<file path="config.mk">
export PLATFORM = sky130hd
export DESIGN_NAME = reg_decoder_seq
export DESIGN_NICKNAME = d
export VERILOG_FILES = /design/src/rtl/reg_decoder_seq.sv
export SDC_FILE = /design/constraint.sdc
export NUM_CORES = 1
export LEC_CHECK = 0
export CAP_MARGIN = 5
export CORE_MARGIN = 2
export CORE_UTILIZATION = 40
export CTS_BUF_LIST = sky130_fd_sc_hd__clkbuf_8
export CTS_CLUSTER_SIZE = 8
export DETAILED_ROUTE_END_ITERATION = 6
export PLACE_DENSITY = 0.7
export SLEW_MARGIN = 20
export SYNTH_ARGS = -nofsm -noshare
export SYNTH_HDL_FRONTEND = slang
export SYNTH_SLANG_ARGS = --single-unit
export TNS_END_PERCENT = 20
</file>
<file path="constraint.sdc">
create_clock -name clk -period 4.8 [get_ports clk]
set_input_delay 0.72 -clock clk [delete_from_list [all_inputs] [get_ports clk]]
set_output_delay 0.72 -clock clk [all_outputs]
set_load 0.05 [all_outputs]
</file>
<file path="src/rtl/reg_decoder_seq.sv">
// reg_decoder_seq
//   One-hot decoder with a registered output, used to drive register-file
//   write enables. Besides single-cycle decodes it can sweep every line once,
//   in ascending order, so the register file can be cleared.
//
//   Optional feature macro: REG_DECODER_SEQ_ONEHOT_CHK_EN
//     defined   -> extra output 'err', a sticky flag that is set whenever the
//                  registered dec has more than one bit set.
//     undefined -> no err port and no check logic.
//
// Parameters
//   ADDR_W    address width
//   NUM_OUT   number of output lines, 2 <= NUM_OUT <= 2**ADDR_W
//   MASK_ZERO 1: line 0 is never asserted; 0: line 0 is an ordinary line
//
// Ports
//   clk        in   clock, rising edge
//   reset      in   asynchronous active-high reset
//   en         in   decode request
//   addr       in   line to select when en=1
//   sweep_req  in   start-sweep request
//   dec        out  registered one-hot (or all-zero) select
//   busy       out  1 while a sweep is running (SWEEP or DONE state)
//   done       out  1-cycle pulse after the last sweep line
//   oob        out  1-cycle pulse: en=1 with addr >= NUM_OUT
//   dropped    out  1-cycle pulse: en=1 while busy
//   err        out  (macro only) sticky multi-hot flag
module reg_decoder_seq #(
    parameter int ADDR_W    = 5,
    parameter int NUM_OUT   = 32,
    parameter int MASK_ZERO = 1
) (
    input  logic               clk,
    input  logic               reset,
    input  logic               en,
    input  logic [ADDR_W-1:0]  addr,
    input  logic               sweep_req,
    output logic [NUM_OUT-1:0] dec,
    output logic               busy,
    output logic               done,
    output logic               oob,
    output logic               dropped
`ifdef REG_DECODER_SEQ_ONEHOT_CHK_EN
    ,
    output logic               err
`endif
);

    typedef enum logic [1:0] {
        IDLE  = 2'd0,
        SWEEP = 2'd1,
        DONE  = 2'd2
    } state_t;

    // With MASK_ZERO the sweep skips line 0, which can never be written.
    localparam logic [ADDR_W-1:0] IDX_FIRST = (MASK_ZERO != 0) ? ADDR_W'(1) : '0;
    localparam logic [ADDR_W-1:0] IDX_LAST  = ADDR_W'(NUM_OUT - 1);

    state_t             state_reg, state_next;
    logic [ADDR_W-1:0]  idx_reg, idx_next;
    logic [NUM_OUT-1:0] dec_reg, dec_next;
    logic               done_reg, done_next;
    logic               oob_reg, oob_next;
    logic               dropped_reg, dropped_next;

    logic [NUM_OUT-1:0] addr_hot;
    logic [NUM_OUT-1:0] idx_hot;
    logic               addr_in_range;

    // Zero-extend by one bit so NUM_OUT = 2**ADDR_W compares without wrap.
    assign addr_in_range = ({1'b0, addr} < (ADDR_W + 1)'(NUM_OUT));

    // Per-line match terms. An out-of-range addr matches no line, so
    // addr_hot is already all-zero in that case.
    generate
        for (genvar gi = 0; gi < NUM_OUT; gi++) begin : g_line
            if (MASK_ZERO != 0 && gi == 0) begin : g_masked
                assign addr_hot[gi] = 1'b0;
            end else begin : g_normal
                assign addr_hot[gi] = (addr == ADDR_W'(gi));
            end
            assign idx_hot[gi] = (idx_reg == ADDR_W'(gi));
        end
    endgenerate

    always_comb begin
        state_next   = state_reg;
        idx_next     = idx_reg;
        dec_next     = '0;
        done_next    = 1'b0;
        oob_next     = 1'b0;
        dropped_next = 1'b0;
        case (state_reg)
            IDLE: begin
                // A decode requested together with sweep_req is still
                // performed; its line shows while the FSM enters SWEEP.
                if (en) begin
                    dec_next = addr_hot;
                    oob_next = !addr_in_range;
                end
                if (sweep_req) begin
                    state_next = SWEEP;
                    idx_next   = IDX_FIRST;
                end
            end
            SWEEP: begin
                dec_next     = idx_hot;
                dropped_next = en;
                if (idx_reg == IDX_LAST) begin
                    state_next = DONE;
                end else begin
                    idx_next = idx_reg + ADDR_W'(1);
                end
            end
            DONE: begin
                done_next    = 1'b1;
                dropped_next = en;
                state_next   = IDLE;
            end
            default: begin
                state_next = IDLE;
            end
        endcase
    end

    always_ff @(posedge clk or posedge reset) begin
        if (reset) begin
            state_reg   <= IDLE;
            idx_reg     <= '0;
            dec_reg     <= '0;
            done_reg    <= 1'b0;
            oob_reg     <= 1'b0;
            dropped_reg <= 1'b0;
        end else begin
            state_reg   <= state_next;
            idx_reg     <= idx_next;
            dec_reg     <= dec_next;
            done_reg    <= done_next;
            oob_reg     <= oob_next;
            dropped_reg <= dropped_next;
        end
    end

    assign dec     = dec_reg;
    assign busy    = (state_reg != IDLE);
    assign done    = done_reg;
    assign oob     = oob_reg;
    assign dropped = dropped_reg;

`ifdef REG_DECODER_SEQ_ONEHOT_CHK_EN
    // dec has exactly NUM_OUT bits, so no line >= NUM_OUT can exist in it;
    // the only possible fault visible on the register is a multi-hot value.
    logic multi_hot;
    logic err_reg;

    assign multi_hot = |(dec_reg & (dec_reg - NUM_OUT'(1)));

    always_ff @(posedge clk or posedge reset) begin
        if (reset) begin
            err_reg <= 1'b0;
        end else if (multi_hot) begin
            err_reg <= 1'b1;
        end
    end

    assign err = err_reg;
`endif

endmodule

</file>
* After elaboration in Yosys (flattened, before gate mapping) *
Index checks and enable logic that the tools add are counted.

operators by class
  add/sub/neg operators = 1
  eq/ne operators = 67
  muxes and demuxes = 10
  reduce and logical (&&, ||, !) cells = 7

operators by type and width
  operator                                              count
  equality test 5 bit (second input constant)           32
  equality test 5 x 4 -> 1 bit (second input constant)  16
  case mux 32 bit (2 select lines)                      1
  equality test 5 x 3 -> 1 bit (second input constant)  8
  2-to-1 mux 32 bit                                     1
  equality test 5 x 2 -> 1 bit (second input constant)  4
  equality test 5 x 1 -> 1 bit (second input constant)  2
  2-to-1 mux 5 bit                                      2
  case mux 5 bit (2 select lines)                       1
  != test 2 bit (second input constant)                 3
  adder 5 x 1 -> 5 bit (second input constant)          1
  logical NOT 5 bit                                     1
  2-to-1 mux 2 bit                                      2
  case mux 2 bit (2 select lines)                       1
  nonzero test 2 bit                                    2
  AND reduction 3 bit                                   1
  equality test 2 x 1 -> 1 bit (second input constant)  1
  equality test 2 bit (second input constant)           1
  logical NOT 2 bit                                     1
  2-to-1 mux 1 bit                                      2
  AND reduction 2 bit                                   1
  OR reduction 2 bit                                    1

word-level totals
  register bits = 41
  bits of input ports = 9
  output and inout bits = 36
  logic and storage cells = 90

* Depth between registers and ports, before layout *
Gate-level depths: netlist (run 1).

  word-level depth = 3
  depth in mapped cells = 6
  depth with buffers taken out = 6

* Worst setup path after synthesis (run 1) *
No wires, ideal clock.

  kind = register to register
  from = reg idx_reg[0]
  to = reg idx_reg[0]
  library setup time = 0.120 ns
  data arrival time = 1.691 ns
  data required time = 4.680 ns
  setup slack = 2.988 ns
  stages on the path, launching flop included = 7
  path buffers = 0
  clock period less this slack = 1.812 ns
  path through = dfrtp_1 ha_1 and3_1 ha_1 nor2b_1 a21oi_1 o211a_1

on the way
  cells in the longest elaborated chain, start to end = 3
  elaborated cells on any way between the ends = 6
  those cells by class = add/sub (1); eq/ne (2); mux (2); reduce/logical (1)

ends and longest elaborated chain
  what                                                                    line      RTL
  start: declaration                                                      60        logic [ADDR_W-1:0] idx_reg, idx_next;
  start signal: assignment                                                136       idx_reg <= idx_next;
  adder 5 x 1 -> 5 bit or equality test 5 bit (tied branches)             112, 109
  2-to-1 mux 5 bit or != test 2 bit (tied branches)                       --
  case mux 5 bit (2 select lines) or AND reduction 3 bit (tied branches)  --

Parallel ways exist; a longest one is shown, timed or not. The select of a mux whose other input is x is not followed.
A chain may end at the register's enable or synchronous reset.

* Worst setup path after layout (run 1) *
  from = reg state_reg[1]
  to = out busy

on the way
  cells in the longest elaborated chain, start to end = 1

ends and longest elaborated chain
  what                      line  RTL
  start: declaration        59    state_t state_reg, state_next;
  start signal: assignment  135   state_reg <= state_next;
  nonzero test 2 bit        145   assign busy = (state_reg != IDLE);
  end: declaration          39    output logic busy,

Every way passes these cells.

==> out/metrics.cfg, run 1 <==
[clocking]
clk_pin_slew_ns=0.08
clockBufferDepth=2
cts_tree=done
ctsResizeCount=0
hold_buffers=0
cts_setup_buffers=0
ctsRootBufferMaster=clkbuf_8
clock_sinks=41
htreeDepth=2
cts_buffers=5
clk_latency_ns=0.29

[logic_synthesis]
syn-num-nets=188
synth_seq_cells=41
yosysTopAreaCell=dfrtp_1
synth.avg_cell_area_um2=11.1
syn-instance-count=170
yosysWarningCount=0
ys_seq_area_frac=0.543
yosysTopAreaCellShare=0.543
yosysUniqueCellTypes=41
syn-cell-area_um2=1890
synth_area_leaders=dfrtp_1 54%, ha_1 6.0%, a22o_1 5.6%

[sta]
fmax_mhz=354
setup_tns_ns=0
hold_viol=0
fin_crit_sh=0.588
setup_viol=0
skew_ns=0.00859
max_slew_margin=0.649
rsz0062_at_grt=no
drv_slew=0
max_slew.worst_pin.slew_ns=0.526
timing.final.ws_setup_ns=1.98
period_minus_slack_ns=2.82

[setup_path]
criticalPathCategory=flop to output pin
startpoint_type=flop
cp.arrival_ns=2.10
r2r_slack_ns=2.69
worst_ep_required_time_ns=4.08
critPathMaxFanout=12
worstReg2RegStart=idx_reg[0]
reg2reg_depth=6
r2r-end=idx_reg[0]
cp-end-kind=output pin

[cells_and_area]
drive_gt1_frac=0.0884
antennaDiodeCount=0
nNetsFinal=233
largest_reg_flops=32
n_fill_cell=420
area_delta_synth_final_pct=30.3

[detailed_routing]
postRouteAntennaNets=0
drt_iter0_markers=92
vias=1455
via_per_inst=5.41
first_pass_iters=4
wire_per_inst_um=15.6
drc=0
routed_wl_um=4190

[floorplan]
core_area_um2=4630
fp.dieH_um=72.8
io_pins=45
rows=25
start_util=0.408
dieArea_um2=5290
die_w_um=72.8

[hold_path]
holdPathEnd=done
hold_path.startpoint=state_reg[1]
hp-class=flop to flop
hold_path_depth=1

[grt]
overflow=0
grt_pass1_vias=1382
grt_max_degree=42
antenna_found_initial=0
grt_pass1_wl_um=6800
grt_usage=0.171

[placement]
place_hpwl_um=3000
portBuffers=43
preCtsSetupSlack_ns=2.31
place.gp.congestion=0.860

[power]
powerDensity_nw_per_um2=480
ir_drop_mv=0.181
leakage_uw=0.00109

[outcome]
outcome=complete, no violations

[flow_run]
drv_cap=0

## per-stage QoR
stage | utilization | total power (uW) | instance area, um^2 | std cells | hold WS (ns)
global route | 0.532 | 1250 | 2460 | 269 | 0.564
CTS | 0.532 | 1190 | 2460 | 269 | 0.540
finish | 0.532 | 1180 | 2460 | 269 | 0.536
detailed placement | 0.510 | 923 | 2360 | 262 | 0.522
floorplan | - | 795 | 1890 | 170 | 0.485
global placement | 0.510 | 916 | 2360 | 262 | 0.503
## area by class of cell
cell class	instances	area [um^2]	area share
Timing Repair Buffer	44	438	0.178
Sequential cell	41	1030	0.416
Clock buffer	5	68.8	0.0279
Inverter	10	37.5	0.0152
Multi-Input combinational cell	113	791	0.321
Clock inverter	2	35.0	0.0142
Tap cell	54	67.6	0.0274
## per-layer routing
layer,GRT usage,wire length [um]
met3,0.0276,197
met1,0.216,1800
met5,0,0
met2,0.288,2120
met4,0.0782,68
## power by group
group	leakage (uW)	internal, uW	total (uW)	switching [uW]
Clock	0.0000540	151	265	114
Sequential	0.000562	392	435	42.6
Combinational	0.000475	162	482	320
Total	0.00109	706	1180	477
## cells in the mapped netlist, drive strengths merged
cell type	count
and3	1
o21a	1
and4b	1
a31o	1
nor2	13
a21oi	2
inv	10
buf	4
o211a	1
nand2b	7
o22ai	15
a22oi	2
a32o	3
a22o	12
nor2b	5
and2b	1
o32ai	1
conb	1
nor3b	1
nand3b	1
dfrtp	41
or3	2
or4	1
and2	2
nor3	1
clkbuf	2
o211ai	2
nand3	6
o21ai	7
nand2	10
ha	9
a2111o	1
nand4b	1
or2	2
## worst max-delay path by stage
stage | cells past startpoint | slack (ns) | to | start
detailed placement | 4 | 2.31 | busy | state_reg[1]
CTS | 4 | 1.98 | busy | state_reg[1]
global placement | 4 | 2.38 | busy | state_reg[0]
floorplan | 6 | 2.99 | idx_reg[0] | idx_reg[0]
finish | 4 | 1.98 | busy | state_reg[1]
global route | 4 | 1.88 | busy | state_reg[0]
## critical path, cell delays in order (launching register included)
cell             delay, ns
dfrtp_1               0.39
inv_1                 0.10
ha_1                  0.44
inv_1                 0.14
clkdlybuf4s50_1       0.73
## cell usage in the layout, fill, tap and decap left out, types with 6 or more instances in the layout
cell,count
o22ai_1,13
dfrtp_1,41
o21ai_0,6
ha_1,9
clkdlybuf4s50_1,43
nand2_1,8
inv_1,9
nand2b_1,7
nand3_1,6
a22o_1,12
nor2_1,12
## cell families (layout without fill, tap and decap cells)
| family | after synthesis | count (layout) | synth area share |
|---|---|---|---|
| compound gates | 48 | 48 | 0.192 |
| fa+ha+maj | 9 | 9 | 0.0596 |
| buf+inv | 16 | 61 | 0.0390 |
| flops | 41 | 41 | 0.543 |
| other cells | 1 | 1 | 0.00198 |
| simple gates | 55 | 55 | 0.165 |
Note: power is estimated with default switching activity, not from simulation.
==> run 2, diff against run 1 <==
clock period = 2.8 ns   (was 4.8 ns; I/O delays follow)
==> run 2 against run 1 <==
  * Critical path depth is the same
  * Sequential share of layout area grew 0.17 points
  * Sequential power grew 71%
  * First-iteration DRC count shrank 20%
  * Via count grew 1.1%
  * Clock skew shrank 0.0025 ns
==> out/metrics.cfg, run 2 (same netlist as run 1, synthesis figures left out) <==
[cells_and_area]
seq_area_um2=1030  ; unchanged
layout_common_cells=43 x clkdlybuf4s50_1, 41 x dfrtp_1, 13 x o22ai_1
drive_gt1_frac=0.0968  ; +0.00840
postLayoutCellArea_um2=2450  ; -0.41%
final_util=0.530  ; -0.00216
antennaDiodeCount=0  ; unchanged
mostFrequentLayoutCell=clkdlybuf4s50_1
multi_input_area_um2=791  ; unchanged
largest_reg_flops=32  ; unchanged
nNetsFinal=234  ; +0.43%
n_fill_cell=410  ; -2.4%
area_delta_synth_final_pct=29.8

[detailed_routing]
vias=1471  ; +1.1%
wire_per_inst_um=15.3  ; -1.7%
routed_wl_um=4150  ; -0.93%
drt_iter0_markers=74  ; -20%
first_pass_iters=4  ; unchanged
postRouteAntennaNets=0  ; unchanged
drc=0  ; unchanged
via_per_inst=5.43  ; +0.35%

[sta]
setup_tns_ns=0  ; unchanged
skew_ns=0.00606  ; -0.00253 ns
hold_slack_ns=0.525  ; -0.0110 ns
fin_crit_sh=0.807
period_minus_slack_ns=2.26
fmax_mhz=443
drv_slew=0  ; unchanged
rsz0062_at_grt=no
max_slew_margin=0.665  ; +0.0167
hold_viol=0  ; unchanged
setup_viol=0  ; unchanged
max_slew.worst_pin.slew_ns=0.501  ; -0.0249 ns

[outcome]
outcome=complete, no violations

[clocking]
clk_latency_ns=0.29  ; about the same
cts_setup_buffers=0  ; unchanged
cts_buffers=5  ; unchanged
hold_buffers=0  ; unchanged
ctsRootBufferMaster=clkbuf_8
clock_sinks=41  ; unchanged
ctsResizeCount=0  ; unchanged
cts_tree=done
htreeDepth=2  ; unchanged
clockBufferDepth=2  ; unchanged
clk_pin_slew_ns=0.07  ; about the same

[power]
ir_drop_mv=0.261  ; +44%
power_uw=1950  ; +65%
powerDensity_nw_per_um2=797  ; +66%
leakage_uw=0.00109  ; -0.49%

[setup_path]
crit_start=state_reg[0]
critPathMaxFanout=3  ; -9
worstReg2RegStart=idx_reg[0]
r2r_slack_ns=0.72  ; -1.97 ns
cp.arrival_ns=1.84  ; -0.26 ns
cp-end-kind=output pin
startpoint_type=flop
worst_ep_required_time_ns=2.38  ; -1.70 ns
criticalPathCategory=flop to output pin

[grt]
grt_pass1_vias=1434  ; +3.8%
grt_max_degree=42  ; unchanged
overflow=0  ; unchanged
antenna_found_initial=0  ; unchanged
grt_usage=0.167  ; -0.00404
grt_pass1_wl_um=6780  ; -0.21%

[floorplan]
io_pins=45  ; unchanged
fp.dieH_um=72.8  ; unchanged
dieArea_um2=5290  ; unchanged
die_w_um=72.8  ; unchanged
start_util=0.408  ; unchanged
core_area_um2=4630  ; unchanged
rows=25  ; unchanged

[flow_run]
drv_cap=0  ; unchanged

[placement]
portBuffers=43  ; unchanged
place_hpwl_um=3070  ; +2.2%
place.gp.congestion=0.851  ; -0.97%
place_area_um2=2370  ; +0.32%

[hold_path]
hold_path.startpoint=state_reg[1]
hp-class=flop to flop

run 2: changes by cell type in the layout (fill, tap and decap cells not counted), sizes merged:
cell      before  now
bufinv         1    0
buf            1    2
clkinv         1    2
clkinvlp       0    1
run 2: worst paths after layout:
kind	end	depth (start not counted)
min in group asynchronous	dec[0]	3
worst max register to register	idx_reg[0]	6
worst min-delay path	done	1
worst min register to register	done	1
max in group asynchronous	dec[15]	3
worst max-delay path	busy	4
run 2: worst max-delay path, cell delays in order, from the launching register on:
cell             delay, ns
dfrtp_1               0.35
inv_1                 0.08
ha_1                  0.21
inv_1                 0.10
clkdlybuf4s50_1       0.81
run 2: routing by layer:
layer	vias up	wire length, um	share of wire	GRT usage
li1	705	-	-	-
met1	714	1730	0.42	0.202
met2	46	2200	0.53	0.287
met3	6	159	0.038	0.0345
met4	0	63	0.015	0.0741
met5	-	0	0	0
run 2: report_power, final:
part	internal (uW)	switching, uW	total (uW)
registers	672	70.2	742
logic	284	560	844
clock network	172	196	368
run 2: cell type report:
| cell class | instances | share of cell area |
|---|---|---|
| repair buffers | 45 | 0.182 |
| flip-flops and latches | 41 | 0.418 |
| well taps | 54 | 0.0275 |
| clock inverters | 3 | 0.00714 |
| multi-input cells | 113 | 0.322 |
| clock buffers | 5 | 0.0280 |
| inverters | 10 | 0.0153 |
run 2: metrics by stage:
stage / cells / setup slack, ns
2_1_floorplan: 170 / 0.988
3_3_place_gp: 263 / 0.818
3_5_place_dp: 263 / 0.751
4_1_cts: 271 / 0.514
5_1_grt: 271 / 0.451
6_report: 271 / 0.541
==> run 3, diff against run 2 <==
PLACE_DENSITY = 0.72   (was 0.7)
clock period = 2 ns   (was 2.8 ns; I/O delays follow)
==> run 3 against run 2 <==
  * Combinational power is 49% higher
  * Sequential share of layout area fell by 1.0 points
  * Utilization grew 1.4 points
  * Clock power rose by 80%
  * Count of clock-buffer cells in the layout up 1
  * Non-clock buffer count rose by 3
  * Final cell count is 1.1% higher
  * Largest cell class unchanged
==> out/metrics.cfg, run 3 (same netlist as run 1, synthesis figures left out) <==
[outcome]
outcome=complete, no violations

[setup_path]
cp.arrival_ns=2.12  ; +0.28 ns
criticalPathCategory=flop to flop
critPathMaxFanout=6  ; +3
crit_buf_inv=0  ; -3
worstReg2RegStart=idx_reg[0]
critical-path-max-stage-delay_ns=0.45  ; -0.36 ns
worst_ep_required_time_ns=2.23  ; -0.15 ns
cp-end-kind=flop
crit_top_cell=ha_1
cp_num_cells=6  ; +2
reg2reg_depth=6  ; unchanged
crit_family=simple AND/OR/NAND/NOR gates
crit_start=idx_reg[0]
startpoint_type=flop
crit_slowest_cell=dfrtp_2
critical_path.cell_chain=ha_1 > and3_1 > ha_1 > nand4b_1 > a2111o_1 > nand3_1

[cells_and_area]
mostFrequentLayoutCell=clkdlybuf4s50_1
layout_common_cells=42 x clkdlybuf4s50_1, 40 x dfrtp_1, 13 x o22ai_1
antennaDiodeCount=0  ; unchanged
multi_input_area_um2=791  ; unchanged
nNetsFinal=237  ; +1.3%
seq_area_um2=1030  ; +0.12%
n_fill_cell=414  ; +0.98%
area_delta_synth_final_pct=33.2
drive_gt1_frac=0.114  ; +0.0169
largest_reg_flops=32  ; unchanged
stdcell_count=274  ; +1.1%

[sta]
period_minus_slack_ns=1.89
skew_ns=0.00274  ; -0.00332 ns
max_slew.worst_pin.slew_ns=0.517  ; +0.0165 ns
setup_tns_ns=0  ; unchanged
hold_viol=0  ; unchanged
max_slew_margin=0.654  ; -0.0110
fin_crit_sh=0.947
rsz0062_at_grt=no
drv_slew=0  ; unchanged
fmax_mhz=528
setup_viol=0  ; unchanged

[clocking]
clk_latency_ns=0.29  ; about the same
clock_sinks=41  ; unchanged
ctsRootBufferMaster=clkbuf_8
htreeDepth=2  ; unchanged
cts_setup_buffers=0  ; unchanged
clk_pin_slew_ns=0.07  ; about the same
ctsResizeCount=0  ; unchanged
cts_buffers=5  ; unchanged
hold_buffers=0  ; unchanged
clockBufferDepth=2  ; unchanged
cts_tree=done

[floorplan]
start_util=0.408  ; unchanged
core_area_um2=4630  ; unchanged
die_w_um=72.8  ; unchanged
dieArea_um2=5290  ; unchanged
io_pins=45  ; unchanged
fp.dieH_um=72.8  ; unchanged
rows=25  ; unchanged

[detailed_routing]
via_per_inst=5.51  ; +1.6%
wire_per_inst_um=15.2  ; -0.59%
postRouteAntennaNets=0  ; unchanged
drt_iter0_markers=79  ; +6.8%
drc=0  ; unchanged
first_pass_iters=4  ; unchanged
routed_wl_um=4170  ; +0.51%
vias=1511  ; +2.7%

[flow_run]
drv_cap=0  ; unchanged

[power]
ir_drop_mv=0.466  ; +79%
leakage_uw=0.00112  ; +3.5%
powerDensity_nw_per_um2=1180  ; +48%

[placement]
place.gp.congestion=0.892  ; +4.8%
place_hpwl_um=3070  ; +0.25%
dp_cells=266  ; +1.1%
portBuffers=43  ; unchanged

[grt]
antenna_found_initial=0  ; unchanged
grt_max_degree=42  ; unchanged
grt_pass1_wl_um=6930  ; +2.2%
overflow=0  ; unchanged
grt_usage=0.172  ; +0.00517
grt_pass1_vias=1467  ; +2.3%

[hold_path]
hp-class=input port to asynchronous set/reset pin

run 3: cell count changes in the layout (fill, tap and decap cells not counted), sizes merged:
| cell | change |
|---|---|
| clkinv | -2 |
| buf | +4 |
| clkbuf | +1 |
| clkinvlp | -1 |
| inv | +1 |
| clkdlybuf4s50 | -1 |
| bufinv | +1 |
run 3: routing by layer:
layer	routed length, um	up-vias	track usage	share of wire
met5	0	-	0	0
met3	210	9	0.0304	0.050
li1	-	706	-	-
met4	96	0	0.0885	0.023
met1	1720	742	0.208	0.41
met2	2140	54	0.294	0.51
run 3: layout make-up:
| cell class | instances | share of cell area |
|---|---|---|
| Clock buffer | 6 | 0.0328 |
| Tap cell | 54 | 0.0268 |
| Inverter | 10 | 0.0149 |
| Clock inverter | 2 | 0.0134 |
| Sequential cell | 41 | 0.408 |
| Timing Repair Buffer | 48 | 0.190 |
| Multi-Input combinational cell | 113 | 0.314 |
run 3: path summary, 6_finish.rpt:
kind	slack, ns	endpoint
setup / recovery	0.11	idx_reg[3]
hold / removal	0.44	dec[17]
setup reg to reg	0.11	idx_reg[3]
hold reg to reg	0.52	done
max in group asynchronous	1.20	idx_reg[0]
min in group clk	0.52	done
run 3: tightest hold or removal path: cells and delay by family:
family | cells | cell delay (ns)
buf+inv | 3 | 0.87
run 3: power by group:
part           internal (uW)  switching, uW
Clock                    401            262
Sequential               944            104
Combinational            457            800
Total                   1800           1170
run 3: stage by stage:
step | cell area, um^2 | setup slack (ns) | total power, uW | hold slack (ns) | utilization
after floorplan | 1890 | 0.188 | 1910 | 0.429 | -
after global placement | 2400 | 0.191 | 2280 | 0.492 | 0.518
after detailed placement | 2400 | 0.147 | 2310 | 0.503 | 0.518
after CTS | 2520 | 0.100 | 2980 | 0.463 | 0.544
after global routing | 2520 | 0.00509 | 3130 | 0.522 | 0.544
final | 2520 | 0.107 | 2970 | 0.438 | 0.544
